$ cat src/rtl/ex_div_iter_pkg.sv
// Shared types and constants for the iterative RV64M divider.
// W-variant support is compiled in with EX_DIV_WORD_EN.
package ex_div_iter_pkg;

    localparam int XLEN  = 64;
    localparam int WLEN  = 32;
    localparam int CNT_W = 6;

    localparam logic [XLEN-1:0]  ZERO_DWORD = '0;
    localparam logic [XLEN-1:0]  DMIN       = {1'b1, {(XLEN-1){1'b0}}};
    localparam logic [XLEN-1:0]  WMIN       = 64'hFFFF_FFFF_8000_0000;
    localparam logic [CNT_W-1:0] CNT_DLAST  = CNT_W'(XLEN - 1);
    localparam logic [CNT_W-1:0] CNT_WLAST  = CNT_W'(WLEN - 1);

    typedef enum logic [1:0] {
        DIV_IDLE,
        DIV_CALC,
        DIV_FIX,
        DIV_DONE
    } div_state_e;

    typedef struct packed {
        logic [XLEN-1:0] abs_a;
        logic [XLEN-1:0] abs_b;
        logic            q_neg;
        logic            r_neg;
        logic            word;
        logic            special;
        logic [XLEN-1:0] special_res;
    } div_prep_t;

    function automatic logic [XLEN-1:0] sext_word(input logic [XLEN-1:0] v);
        return {{(XLEN-WLEN){v[WLEN-1]}}, v[WLEN-1:0]};
    endfunction

endpackage

$ cat src/rtl/ex_div_opprep.sv
// Divider operand prep: word narrowing, magnitudes, sign flags, special cases.
// Narrowing exists only when EX_DIV_WORD_EN is defined.
module ex_div_opprep
    import ex_div_iter_pkg::*;
(
    input  logic            signed_i,
    input  logic            rem_i,
`ifdef EX_DIV_WORD_EN
    input  logic            word_i,
`endif
    input  logic [XLEN-1:0] src1_i,
    input  logic [XLEN-1:0] src2_i,
    output div_prep_t       prep_o
);

    logic [XLEN-1:0] a;
    logic [XLEN-1:0] b;
    logic [XLEN-1:0] min_val;
    logic            sa;
    logic            sb;
    logic            div_zero;
    logic            ovf;

    always_comb begin
        a       = src1_i;
        b       = src2_i;
        min_val = DMIN;
        prep_o  = '0;
`ifdef EX_DIV_WORD_EN
        prep_o.word = word_i;
        if (word_i) begin
            min_val = WMIN;
            if (signed_i) begin
                a = sext_word(src1_i);
                b = sext_word(src2_i);
            end else begin
                a = {{(XLEN-WLEN){1'b0}}, src1_i[WLEN-1:0]};
                b = {{(XLEN-WLEN){1'b0}}, src2_i[WLEN-1:0]};
            end
        end
`endif
        sa       = signed_i & a[XLEN-1];
        sb       = signed_i & b[XLEN-1];
        div_zero = (b == ZERO_DWORD);
        ovf      = signed_i && (a == min_val) && (&b);

        prep_o.abs_a   = sa ? -a : a;
        prep_o.abs_b   = sb ? -b : b;
        prep_o.q_neg   = sa ^ sb;
        prep_o.r_neg   = sa;
        prep_o.special = div_zero | ovf;

        // Zero divisor wins over overflow; both bypass the iteration.
        if (div_zero) begin
            if (!rem_i)
                prep_o.special_res = '1;
            else if (prep_o.word)
                prep_o.special_res = sext_word(a);
            else
                prep_o.special_res = a;
        end else if (ovf) begin
            prep_o.special_res = rem_i ? ZERO_DWORD : a;
        end
    end

endmodule

$ cat src/rtl/ex_div_iter.sv
// Multi-cycle radix-2 restoring divider for RV64M in EX.
// Define EX_DIV_WORD_EN to enable the DIVW/DIVUW/REMW/REMUW path.
module ex_div_iter
    import ex_div_iter_pkg::*;
(
    input  logic            clk,
    input  logic            rst,
    input  logic            ex_div_valid_i,
    output logic            ex_div_ready_o,
    input  logic            ex_div_signed_i,
    input  logic            ex_div_rem_i,
    input  logic            ex_div_inst_word_i,
    input  logic            ex_div_flush_i,
    input  logic [XLEN-1:0] ex_div_src1_i,
    input  logic [XLEN-1:0] ex_div_src2_i,
    output logic            ex_div_valid_o,
    input  logic            ex_div_ready_i,
    output logic [XLEN-1:0] ex_div_res_data_o
);

    div_prep_t        prep;
    div_state_e       state_q, state_d;
    logic [CNT_W-1:0] cnt_q, cnt_d;
    logic [XLEN-1:0]  rem_q, rem_d;
    logic [XLEN-1:0]  quo_q, quo_d;
    logic [XLEN-1:0]  div_q, div_d;
    logic             q_neg_q, q_neg_d;
    logic             r_neg_q, r_neg_d;
    logic             sel_rem_q, sel_rem_d;
    logic             ready_q, ready_d;
    logic             valid_q, valid_d;
    logic [XLEN-1:0]  res_q, res_d;
`ifdef EX_DIV_WORD_EN
    logic             word_q, word_d;
`endif

    logic [XLEN:0]    rem_sh;
    logic [XLEN:0]    diff;
    logic [XLEN-1:0]  q_fix;
    logic [XLEN-1:0]  r_fix;
    logic [XLEN-1:0]  fix_res;
    logic             accept;

    ex_div_opprep u_opprep (
        .signed_i (ex_div_signed_i),
        .rem_i    (ex_div_rem_i),
`ifdef EX_DIV_WORD_EN
        .word_i   (ex_div_inst_word_i),
`endif
        .src1_i   (ex_div_src1_i),
        .src2_i   (ex_div_src2_i),
        .prep_o   (prep)
    );

`ifndef EX_DIV_WORD_EN
    logic unused_word;
    assign unused_word = ex_div_inst_word_i;
`endif

    always_comb begin
        state_d   = state_q;
        cnt_d     = cnt_q;
        rem_d     = rem_q;
        quo_d     = quo_q;
        div_d     = div_q;
        q_neg_d   = q_neg_q;
        r_neg_d   = r_neg_q;
        sel_rem_d = sel_rem_q;
        ready_d   = ready_q;
        valid_d   = valid_q;
        res_d     = res_q;
`ifdef EX_DIV_WORD_EN
        word_d    = word_q;
`endif

        rem_sh  = {rem_q, quo_q[XLEN-1]};
        diff    = rem_sh - {1'b0, div_q};
        q_fix   = q_neg_q ? -quo_q : quo_q;
        r_fix   = r_neg_q ? -rem_q : rem_q;
        fix_res = sel_rem_q ? r_fix : q_fix;
`ifdef EX_DIV_WORD_EN
        if (word_q)
            fix_res = sext_word(fix_res);
`endif
        accept = ex_div_valid_i & ready_q & ~ex_div_flush_i;

        unique case (state_q)
            DIV_IDLE: begin
                if (accept) begin
                    ready_d   = 1'b0;
                    div_d     = prep.abs_b;
                    q_neg_d   = prep.q_neg;
                    r_neg_d   = prep.r_neg;
                    sel_rem_d = ex_div_rem_i;
`ifdef EX_DIV_WORD_EN
                    word_d    = prep.word;
`endif
                    if (prep.special) begin
                        res_d   = prep.special_res;
                        valid_d = 1'b1;
                        state_d = DIV_DONE;
                    end else begin
                        rem_d   = ZERO_DWORD;
                        // Word dividend sits in the top half so MSB-first shifting works.
                        quo_d   = prep.word ?
                                  {prep.abs_a[WLEN-1:0], {(XLEN-WLEN){1'b0}}} :
                                  prep.abs_a;
                        cnt_d   = prep.word ? CNT_WLAST : CNT_DLAST;
                        state_d = DIV_CALC;
                    end
                end
            end
            DIV_CALC: begin
                if (!diff[XLEN]) begin
                    rem_d = diff[XLEN-1:0];
                    quo_d = {quo_q[XLEN-2:0], 1'b1};
                end else begin
                    rem_d = rem_sh[XLEN-1:0];
                    quo_d = {quo_q[XLEN-2:0], 1'b0};
                end
                if (cnt_q == '0)
                    state_d = DIV_FIX;
                else
                    cnt_d = cnt_q - 1'b1;
            end
            DIV_FIX: begin
                res_d   = fix_res;
                valid_d = 1'b1;
                state_d = DIV_DONE;
            end
            DIV_DONE: begin
                if (ex_div_ready_i) begin
                    valid_d = 1'b0;
                    ready_d = 1'b1;
                    state_d = DIV_IDLE;
                end
            end
            default: state_d = DIV_IDLE;
        endcase

        if (ex_div_flush_i) begin
            state_d = DIV_IDLE;
            valid_d = 1'b0;
            ready_d = 1'b1;
        end
    end

    always_ff @(posedge clk) begin
        if (rst) begin
            state_q   <= DIV_IDLE;
            cnt_q     <= '0;
            rem_q     <= ZERO_DWORD;
            quo_q     <= ZERO_DWORD;
            div_q     <= ZERO_DWORD;
            q_neg_q   <= 1'b0;
            r_neg_q   <= 1'b0;
            sel_rem_q <= 1'b0;
            ready_q   <= 1'b1;
            valid_q   <= 1'b0;
            res_q     <= ZERO_DWORD;
`ifdef EX_DIV_WORD_EN
            word_q    <= 1'b0;
`endif
        end else begin
            state_q   <= state_d;
            cnt_q     <= cnt_d;
            rem_q     <= rem_d;
            quo_q     <= quo_d;
            div_q     <= div_d;
            q_neg_q   <= q_neg_d;
            r_neg_q   <= r_neg_d;
            sel_rem_q <= sel_rem_d;
            ready_q   <= ready_d;
            valid_q   <= valid_d;
            res_q     <= res_d;
`ifdef EX_DIV_WORD_EN
            word_q    <= word_d;
`endif
        end
    end

    assign ex_div_ready_o    = ready_q;
    assign ex_div_valid_o    = valid_q;
    assign ex_div_res_data_o = res_q;

endmodule

$ cat config.mk
export PLATFORM = sky130hd
export DESIGN_NAME = ex_div_iter
export DESIGN_NICKNAME = d
export VERILOG_FILES = /design/src/rtl/ex_div_iter_pkg.sv /design/src/rtl/ex_div_opprep.sv /design/src/rtl/ex_div_iter.sv
export SDC_FILE = /design/constraint.sdc
export NUM_CORES = 1
export LEC_CHECK = 0
export ABC_AREA = 1
export BUFFER_PORTS_ARGS = -buffer_cell sky130_fd_sc_hd__buf_4
export CORE_ASPECT_RATIO = 1.2
export CORE_UTILIZATION = 35
export CTS_BUF_LIST = sky130_fd_sc_hd__clkbuf_8 sky130_fd_sc_hd__clkbuf_16
export DETAILED_ROUTE_END_ITERATION = 8
export HOLD_SLACK_MARGIN = 0.12
export PLACE_DENSITY_LB_ADDON = 0.1
export SKIP_CTS_REPAIR_TIMING = 1
export SYNTH_ARGS = -nofsm -noshare
export SYNTH_HDL_FRONTEND = slang
export SYNTH_SLANG_ARGS = --single-unit
$ cat constraint.sdc
create_clock -name clk -period 3.03 [get_ports clk]
set_input_delay 0.303 -clock clk [delete_from_list [all_inputs] [get_ports clk]]
set_output_delay 0.303 -clock clk [all_outputs]
set_load 0.05 [all_outputs]
---- Word level (Yosys, flattened, before mapping) ----
Index checks and enable logic that the tools add are counted.
storage, ports and cells
  flip-flop bits (word level) ............. 269
  output and inout bits ................... 66
  word-level logic and storage cells ...... 88
operators by class
  add/sub/neg operators ................... 6
  equality and inequality tests ........... 10
  muxes and demuxes ....................... 36
  bitwise operators ....................... 7
  reduce and logical (&&, ||, !) cells .... 18
operators by type and width
  cell                                                  number
  2-to-1 mux 64 bit                                     16
  case mux 64 bit (2 select lines)                      3
  negator 64 bit                                        4
  subtractor 65 x 64 -> 65 bit                          1
  equality test 64 bit (second input constant)          1
  zero test 64 bit                                      1
  AND reduction 64 bit                                  1
  2-to-1 mux 6 bit                                      3
  inequality test 2 bit (second input constant)         6
  case mux 6 bit (2 select lines)                       1
  AND reduction 3 bit                                   4
  2-to-1 mux 2 bit                                      4
  case mux 2 bit (4 select lines)                       1
  AND reduction 4 bit                                   2
  zero test 6 bit                                       1
  2-to-1 mux 1 bit                                      6
  nonzero test 2 bit                                    3
  subtractor 6 x 1 -> 6 bit (second input constant)     1
  bitwise AND 1 bit                                     4
  equality test 2 bit (second input constant)           2
  case mux 1 bit (3 select lines)                       1
  nonzero test 3 bit                                    1
  equality test 2 x 1 -> 1 bit (second input constant)  1
  logical AND 1 bit                                     2
  7 further kinds                                       7

---- Longest topological paths before layout ----
Gate-level depths: netlist (run 1).
  depth after elaboration ................. 8
  mapped depth ............................ 21
  mapped depth without buffers ............ 20

---- By module ----
A second synthesis (run 1) with hierarchy kept.
second synthesis, totals
  cell total of the unflattened synthesis .. 5359
  area total of the unflattened synthesis .. 29170.5 µm²
by module, submodules not included
  module         times used  cells each  area each (µm²)  seq. area each (µm²)
  ex_div_iter    1           4107        22880.7          5385.2
  ex_div_opprep  1           1252        6289.8           0.0

---- Worst setup path before layout (run 1) ----
No wires, ideal clock.
  path kind ............................... register to register
  start point ............................. register quo_q[63]
  end point ............................... register rem_q[6]
  data arrival time ....................... 2329 ps
  data required time ...................... 2898 ps
  path slack .............................. 569 ps
  stages on the path, launching flop included .. 22
  path buffers ............................ 2
  period minus slack after synthesis ...... 2461 ps
  cells stage by stage .................... dfxtp_1 > inv_1 > ha_1 > fa_1 > inv_1 > nand2_1 > nand2_1 > nand3_1 > nand2_1 > nand2_1 > nand2_1 > nand2_1 > nand2_2 > nand2_2 > nand2_1 > nand2_1 > nand2_1 > buf_6 > buf_6 > nand2_1 > nand3_1 > a21oi_1
between the ends
  longest elaborated chain between the ends .. 3
RTL lines
  element                           RTL line            text
  start, declared                   ex_div_iter.sv:25   logic [XLEN-1:0] quo_q, quo_d;
  start signal, assigned            ex_div_iter.sv:168  quo_q <= quo_d;
  subtractor 65 x 64 -> 65 bit      ex_div_iter.sv:77   diff = rem_sh - {1'b0, div_q};
  2-to-1 mux 64 bit                 ex_div_iter.sv:114  if (!diff[XLEN]) begin
  case mux 64 bit (2 select lines)  ex_div_iter.sv:87   unique case (state_q)
  end signal, assigned              ex_div_iter.sv:167  rem_q <= rem_d;
  end, declared                     ex_div_iter.sv:24   logic [XLEN-1:0] rem_q, rem_d;
Every way passes these cells.
A chain may end at the register's enable or synchronous reset.

---- Worst setup path in the final report (run 1) ----
  start point ............................. input ex_div_src1_i[32]
  end point ............................... register res_q[25], in the netlist ex_div_res_data_o[25]
between the ends
  longest elaborated chain between the ends .. 8
  elaborated cells between the ends (all ways) .. 11
RTL lines
  element                            RTL line             text
  start, declared                    ex_div_iter.sv:14    input logic [XLEN-1:0] ex_div_src1_i,
  equality test 64 bit *             ex_div_opprep.sv:45  ovf = signed_i && (a == min_val) && (&b);
  logical AND 1 bit * (2 in series)  ex_div_opprep.sv:45
  2-to-1 mux 64 bit                  ex_div_opprep.sv:61  end else if (ovf) begin
  2-to-1 mux 64 bit                  ex_div_opprep.sv:54  if (div_zero) begin
  2-to-1 mux 64 bit                  ex_div_iter.sv:98    if (prep.special) begin
  2-to-1 mux 64 bit                  ex_div_iter.sv:89    if (accept) begin
  case mux 64 bit (2 select lines)   ex_div_iter.sv:87
  end signal, assigned               ex_div_iter.sv:175   res_q <= res_d;
  end, declared                      ex_div_iter.sv:32    logic [XLEN-1:0] res_q, res_d;
Mark *: on every way between the ends. The rest lies on a longest branch, timed or not. The select of a mux whose other input is x is not followed.

==> results of run 1 <==
## worst max-delay path, stage by stage
cell           delay (ns)
dlygate4sd3_1        0.53
buf_4                0.14
inv_1                0.15
nand3_1              0.17
nor2_1               0.23
nand2_1              0.12
nor3_2               0.37
buf_4                0.22
nand2_2              0.09
nand3_2              0.13
nand2_4              0.13
inv_2                0.12
buf_12               0.21
nand3_1              0.27
a21oi_1              0.19
## flip-flops by register name (all words and copies together), names as in the netlist, 2 cells and up
| signal | flops |
|---|---|
| state_q | 2 |
| rem_q | 64 |
| cnt_q | 6 |
| quo_q | 64 |
| ex_div_res_data_o | 64 |
| div_q | 64 |
## through the flow
stage	setup slack, ns	hold slack [ns]	power [mW]	area, µm²	utilization [%]
floorplan	0.569	0.443	6.57	27500	-
global placement	0.00768	0.435	8.23	30700	39.5
detailed placement	0.0189	0.436	8.23	30700	39.5
CTS	0.110	-0.0260	12.8	32000	41.1
global route	0.00756	0.121	13.4	32200	41.4
finish	0.0894	0.0947	12.8	32200	41.4
## cells by family after synthesis
| group | share of synthesized area [%] |
|---|---|
| AO/OA/AOI/OAI | 15.8 |
| XOR/XNOR | 3.60 |
| adder cells (fa/ha/maj) | 3.54 |
| buffers and inverters | 12.9 |
| flip-flops | 19.6 |
| AND/OR/NAND/NOR | 44.6 |
## layout make-up
cell class	count	area (µm²)	area share (%)
flip-flops and latches	269	5390	16.7
well taps	1026	1280	3.98
multi-input cells	3936	18600	57.7
repair buffers	374	3070	9.54
clock buffers	43	986	3.06
clock inverters	19	251	0.781
inverters	702	2640	8.19
## metal layers
layer  vias to the layer above  wire [µm]  share of wire (%)  GRT usage (%)
met5                         -         40              0.029              0
met4                         6      10400                7.6           22.5
met3                       289       5360                3.9           2.60
met2                       927      64500                 47           57.6
met1                     15100      56200                 41           39.6
li1                      16800          -                  -              -
## cells in the final DEF (no fill, tap or decap), types with 11 or more instances in the layout
| master | Yosys | final |
|---|---|---|
| nand2_1 | 1552 | 1548 |
| inv_1 | 697 | 698 |
| nor2_1 | 631 | 628 |
| nand3_1 | 494 | 494 |
| a21oi_1 | 387 | 387 |
| o21ai_0 | 345 | 345 |
| buf_4 | 10 | 344 |
| dfxtp_1 | 269 | 267 |
| nand4_1 | 91 | 91 |
| xor2_1 | 79 | 79 |
| ha_1 | 76 | 73 |
| nor3_1 | 47 | 47 |
| clkbuf_16 | 0 | 38 |
| nand3b_1 | 34 | 34 |
| xnor2_1 | 34 | 34 |
| o21ai_1 | 26 | 26 |
| o211ai_1 | 20 | 20 |
| nor2_2 | 16 | 16 |
| buf_12 | 0 | 14 |
| dlygate4sd3_1 | 0 | 12 |
| a31oi_1 | 11 | 11 |
| nor4_1 | 11 | 11 |
## path summary, 6_finish.rpt
check / start / endpoint / cells past startpoint
max: ex_div_src1_i[32] / ex_div_res_data_o[25] / 15
min: ex_div_src2_i[6] / div_q[6] / 3
max reg2reg: rem_q[7] / rem_q[57] / 14
min reg2reg: ex_div_valid_o / ex_div_valid_o / 2
## report_power, final
group | switching (mW) | internal, mW
Clock | 1.80 | 2.75
Combinational | 3.00 | 1.29
Sequential | 0.198 | 3.74
==> results.cfg, run 1 <==
[timing]
period_minus_slack_ns = 2.94
max_freq_mhz = 340
skew_ns = 0.0192
final-hold-violation-count = 0
finalSetupTns_ns = 0
fin_crit_sh_pct = 97.0
drv_slew = 0
worst_slew_pin_slew_ns = 0.841
rsz0062_at_grt = false
relSlewSlack_pct = 43.9
finalSetupViolCount = 0

[synth]
yosysTopAreaCellShare_pct = 21.2
ys_warn_count = 0
synth.most_common_cell = nand2_1
ys_top_cells_by_area = nand2_1, dfxtp_1, inv_1
synth-seq-cells = 269
synth_top_area_cell = nand2_1
synthCells = 5095
ys_seq_area_share_pct = 19.6
synth_common_cells = nand2_1, inv_1, nor2_1, nand3_1, a21oi_1
async_reset_ff_share_pct = 0
syn_nets = 5308
synth_edf_count = 0
synth_area_per_cell_um2 = 5.39
synth_area_mm2 = 0.0275
ys_types = 50
synth_flop_cell = dfxtp_1

[power]
leakage_nw = 16.4
power.density_mw_per_mm2 = 397
ir_worst_vdd_mv = 0.333

[grt]
grt_use_total_pct = 33.4
antenna_found_initial = 3
grt-ovfl-total = 0
grt_pass1_vias = 32100
grt_pass1_wl_um = 200000
grt_start_max_net_pins = 134

[placed_design]
dp_cells = 6291
dp_hpwl_um = 112000
gp_congestion = 0.969
numPortBuffers = 200

[routing]
routedWlPerCell_um = 21.4
wl_um = 137000
drcViolationCount = 0
firstDrtPassIters = 6
drtIter0Drc = 2482
post_drt_via_cell_ratio = 5.19
vias = 33100
ant_nets = 0

[die]
die_x_um = 258
fp-row-count = 112
dieArea_mm2 = 0.0796
core-area_mm2 = 0.0778
io_pins = 202
dieHeight_um = 309
initial_utilization_pct = 35.3

[layout]
area_growth_pct = 17.3
layout-drive-gt1-share_pct = 9.19
fillers = 8941
diodes = 0
nets = 5531
fin_cells = 6369

[cts]
cts_buffer_depth = 3
cts_tree = built
cts_max_level = 2
cts.sinks = 269
clk_pin_slew_ns = 0.06
clockRootBuffer = clkbuf_16
numCtsBuffers = 35
clock_latency_ns = 0.56

[critical_path]
crit_path_start_kind = primary input
reg2reg_setup_slack_ns = 0.13
crit_type = in -> reg
endpoint_kind = register
critPathMaxFanout = 30
worstPathArrival_ns = 3.41
worstPathRequired_ns = 3.50

[run_status]
status = complete, no violations

[flow_run]
drv_cap = 0

[hold_path]
min_path_type = in -> reg
Note: power is estimated with default switching activity, not from simulation.
==> run 2: changes to the inputs <==
- BUFFER_PORTS_ARGS: -buffer_cell sky130_fd_sc_hd__buf_4 -> unset
- DONT_BUFFER_PORTS: unset -> 1
==> run 2 against run 1 <==
  * The run now ends with negative hold slack left
  * First-iteration DRC count grew 16%
  * Combinational power shrank 6.8%
  * Clock-buffer cell count shrank 5
  * Clock power shrank 0.9%
  * Largest cell class unchanged
  * Highest routed layer unchanged
  * Die area is the same
  * Final cell count shrank 1.2%
  * Worst hold slack lost 0.26 ns
  * Via count grew 0.46%
==> results.cfg, run 2 (synthesis gave the netlist of run 1 again) <==
[critical_path]
crit_type = in -> reg
critPathMaxFanout = 4
endpoint_kind = register
worstPathRequired_ns = 3.55
crit_path_start_kind = primary input
worstPathArrival_ns = 3.36

[layout]
seqCellArea_mm2 = 0.00539
final_common_cell = nand2_1
layout_common_cells = nand2_1, inv_1, nor2_1, nand3_1, a21oi_1
fillers = 9025
layout-drive-gt1-share_pct = 5.68
area_growth_pct = 16.0
nets = 5455
fin_cells = 6291
multi_input_area_mm2 = 0.0186

[routing]
post_drt_via_cell_ratio = 5.28
drtIter0Drc = 2875
drcViolationCount = 0
vias = 33200
routedWlPerCell_um = 21.6
firstDrtPassIters = 8
ant_nets = 0
wl_um = 136000

[power]
p_int_mw = 7.72
power.density_mw_per_mm2 = 395
leakage_nw = 16.0
p_comb_share_pct = 31.8
pwr-share-seq_pct = 32.4
netSwitchingPower_mw = 4.88
ir_worst_vdd_mv = 0.371
p_clk_share_pct = 35.8
swShare_pct = 38.7

[timing]
finalSetupViolCount = 0
relSlewSlack_pct = 44.4
drv_slew = 0
finalWorstSetupSlack_ns = 0.188
skew_ns = 0.0407
period_minus_slack_ns = 2.84
fin_crit_sh_pct = 93.8
finalSetupTns_ns = 0
max_freq_mhz = 352
final-hold-violation-count = 31
hold_ws_ns = -0.161
worst_slew_pin_slew_ns = 0.834

[die]
dieArea_mm2 = 0.0796
initial_utilization_pct = 35.3
io_pins = 202
dieHeight_um = 309
die_x_um = 258
fp-row-count = 112
core-area_mm2 = 0.0778

[placed_design]
dp_cells = 6107
gp_congestion = 1.01
dp_hpwl_um = 110000
place_ws_ns = 0.164
numPortBuffers = 0

[hold_path]
min_path_type = in -> reg

[run_status]
violations = negative hold slack
status = finished, violations left

[grt]
grt_pass1_vias = 31200
grt_start_max_net_pins = 135
antenna_found_initial = 3
grt_use_total_pct = 33.1
grt-ovfl-total = 0
grt_pass1_wl_um = 198000

[cts]
cts.sinks = 269
clockRootBuffer = clkbuf_16
clock_latency_ns = 0.58
cts_max_level = 2
numCtsBuffers = 35
cts_buffer_depth = 3
clk_pin_slew_ns = 0.06
cts_tree = built

[flow_run]
drv_cap = 0
==> run 2: power groups by stage <==
stage          clock [mW]  sequential, mW  combinational (mW)
3_5_place_dp            0            4.14                3.76
5_1_grt              4.71            4.10                4.41
4_1_cts              4.59            4.07                3.78
2_1_floorplan           0            4.06                2.51
3_3_place_gp            0            4.14                3.76
6_report             4.51            4.08                4.00
==> run 2: path summary, 6_finish.rpt <==
check                   startpoint                    end  slack (ns)  cells after the start
setup / recovery  ex_div_src1_i[5]              quo_q[63]        0.19                     14
hold / removal                 rst  ex_div_res_data_o[39]       -0.16                      1
setup reg to reg         quo_q[10]  ex_div_res_data_o[63]        0.21                     14
hold reg to reg           rem_q[2]               rem_q[2]        0.49                      2
==> run 2: per-stage QoR <==
stage          util [%]  hold slack (ns)  area [µm²]  power, mW
2_1_floorplan         -            0.443       27500       6.57
3_3_place_gp       37.8            0.402       29400       7.90
3_5_place_dp       37.8            0.403       29400       7.90
4_1_cts            39.3           -0.210       30600       12.4
5_1_grt            41.0           -0.184       31900       13.2
6_report           41.0           -0.161       31900       12.6
==> run 2: worst max-delay path: stages <==
cell and delay, ns:
dlygate4sd3_1 0.54, inv_1 0.10, nand4_1 0.20, inv_1 0.10, nand2_1 0.13, nor2_1 0.39, nand2_1 0.21, nor3_1 0.25
buf_4 0.21, o21ai_0 0.12, nand2_1 0.08, nand2_1 0.06, a21oi_1 0.11, dlygate4sd3_1 0.56
==> run 2: per-layer routing <==
metal	up-vias	share of wire [%]	GRT usage, %
met3	308	5.1	3.42
met4	2	7.9	22.4
met2	1140	46	55.8
met5	-	0.0096	0
li1	16600	-	-
met1	15100	41	39.7
==> run 2: cell type report <==
cell class | instances | share of cell area (%)
Inverter | 702 | 8.28
Clock buffer | 38 | 2.88
Antenna cell | 2 | 0.0157
Multi-Input combinational cell | 3936 | 58.3
Tap cell | 1026 | 4.03
Clock inverter | 20 | 0.860
Sequential cell | 269 | 16.9
Timing Repair Buffer | 298 | 8.75
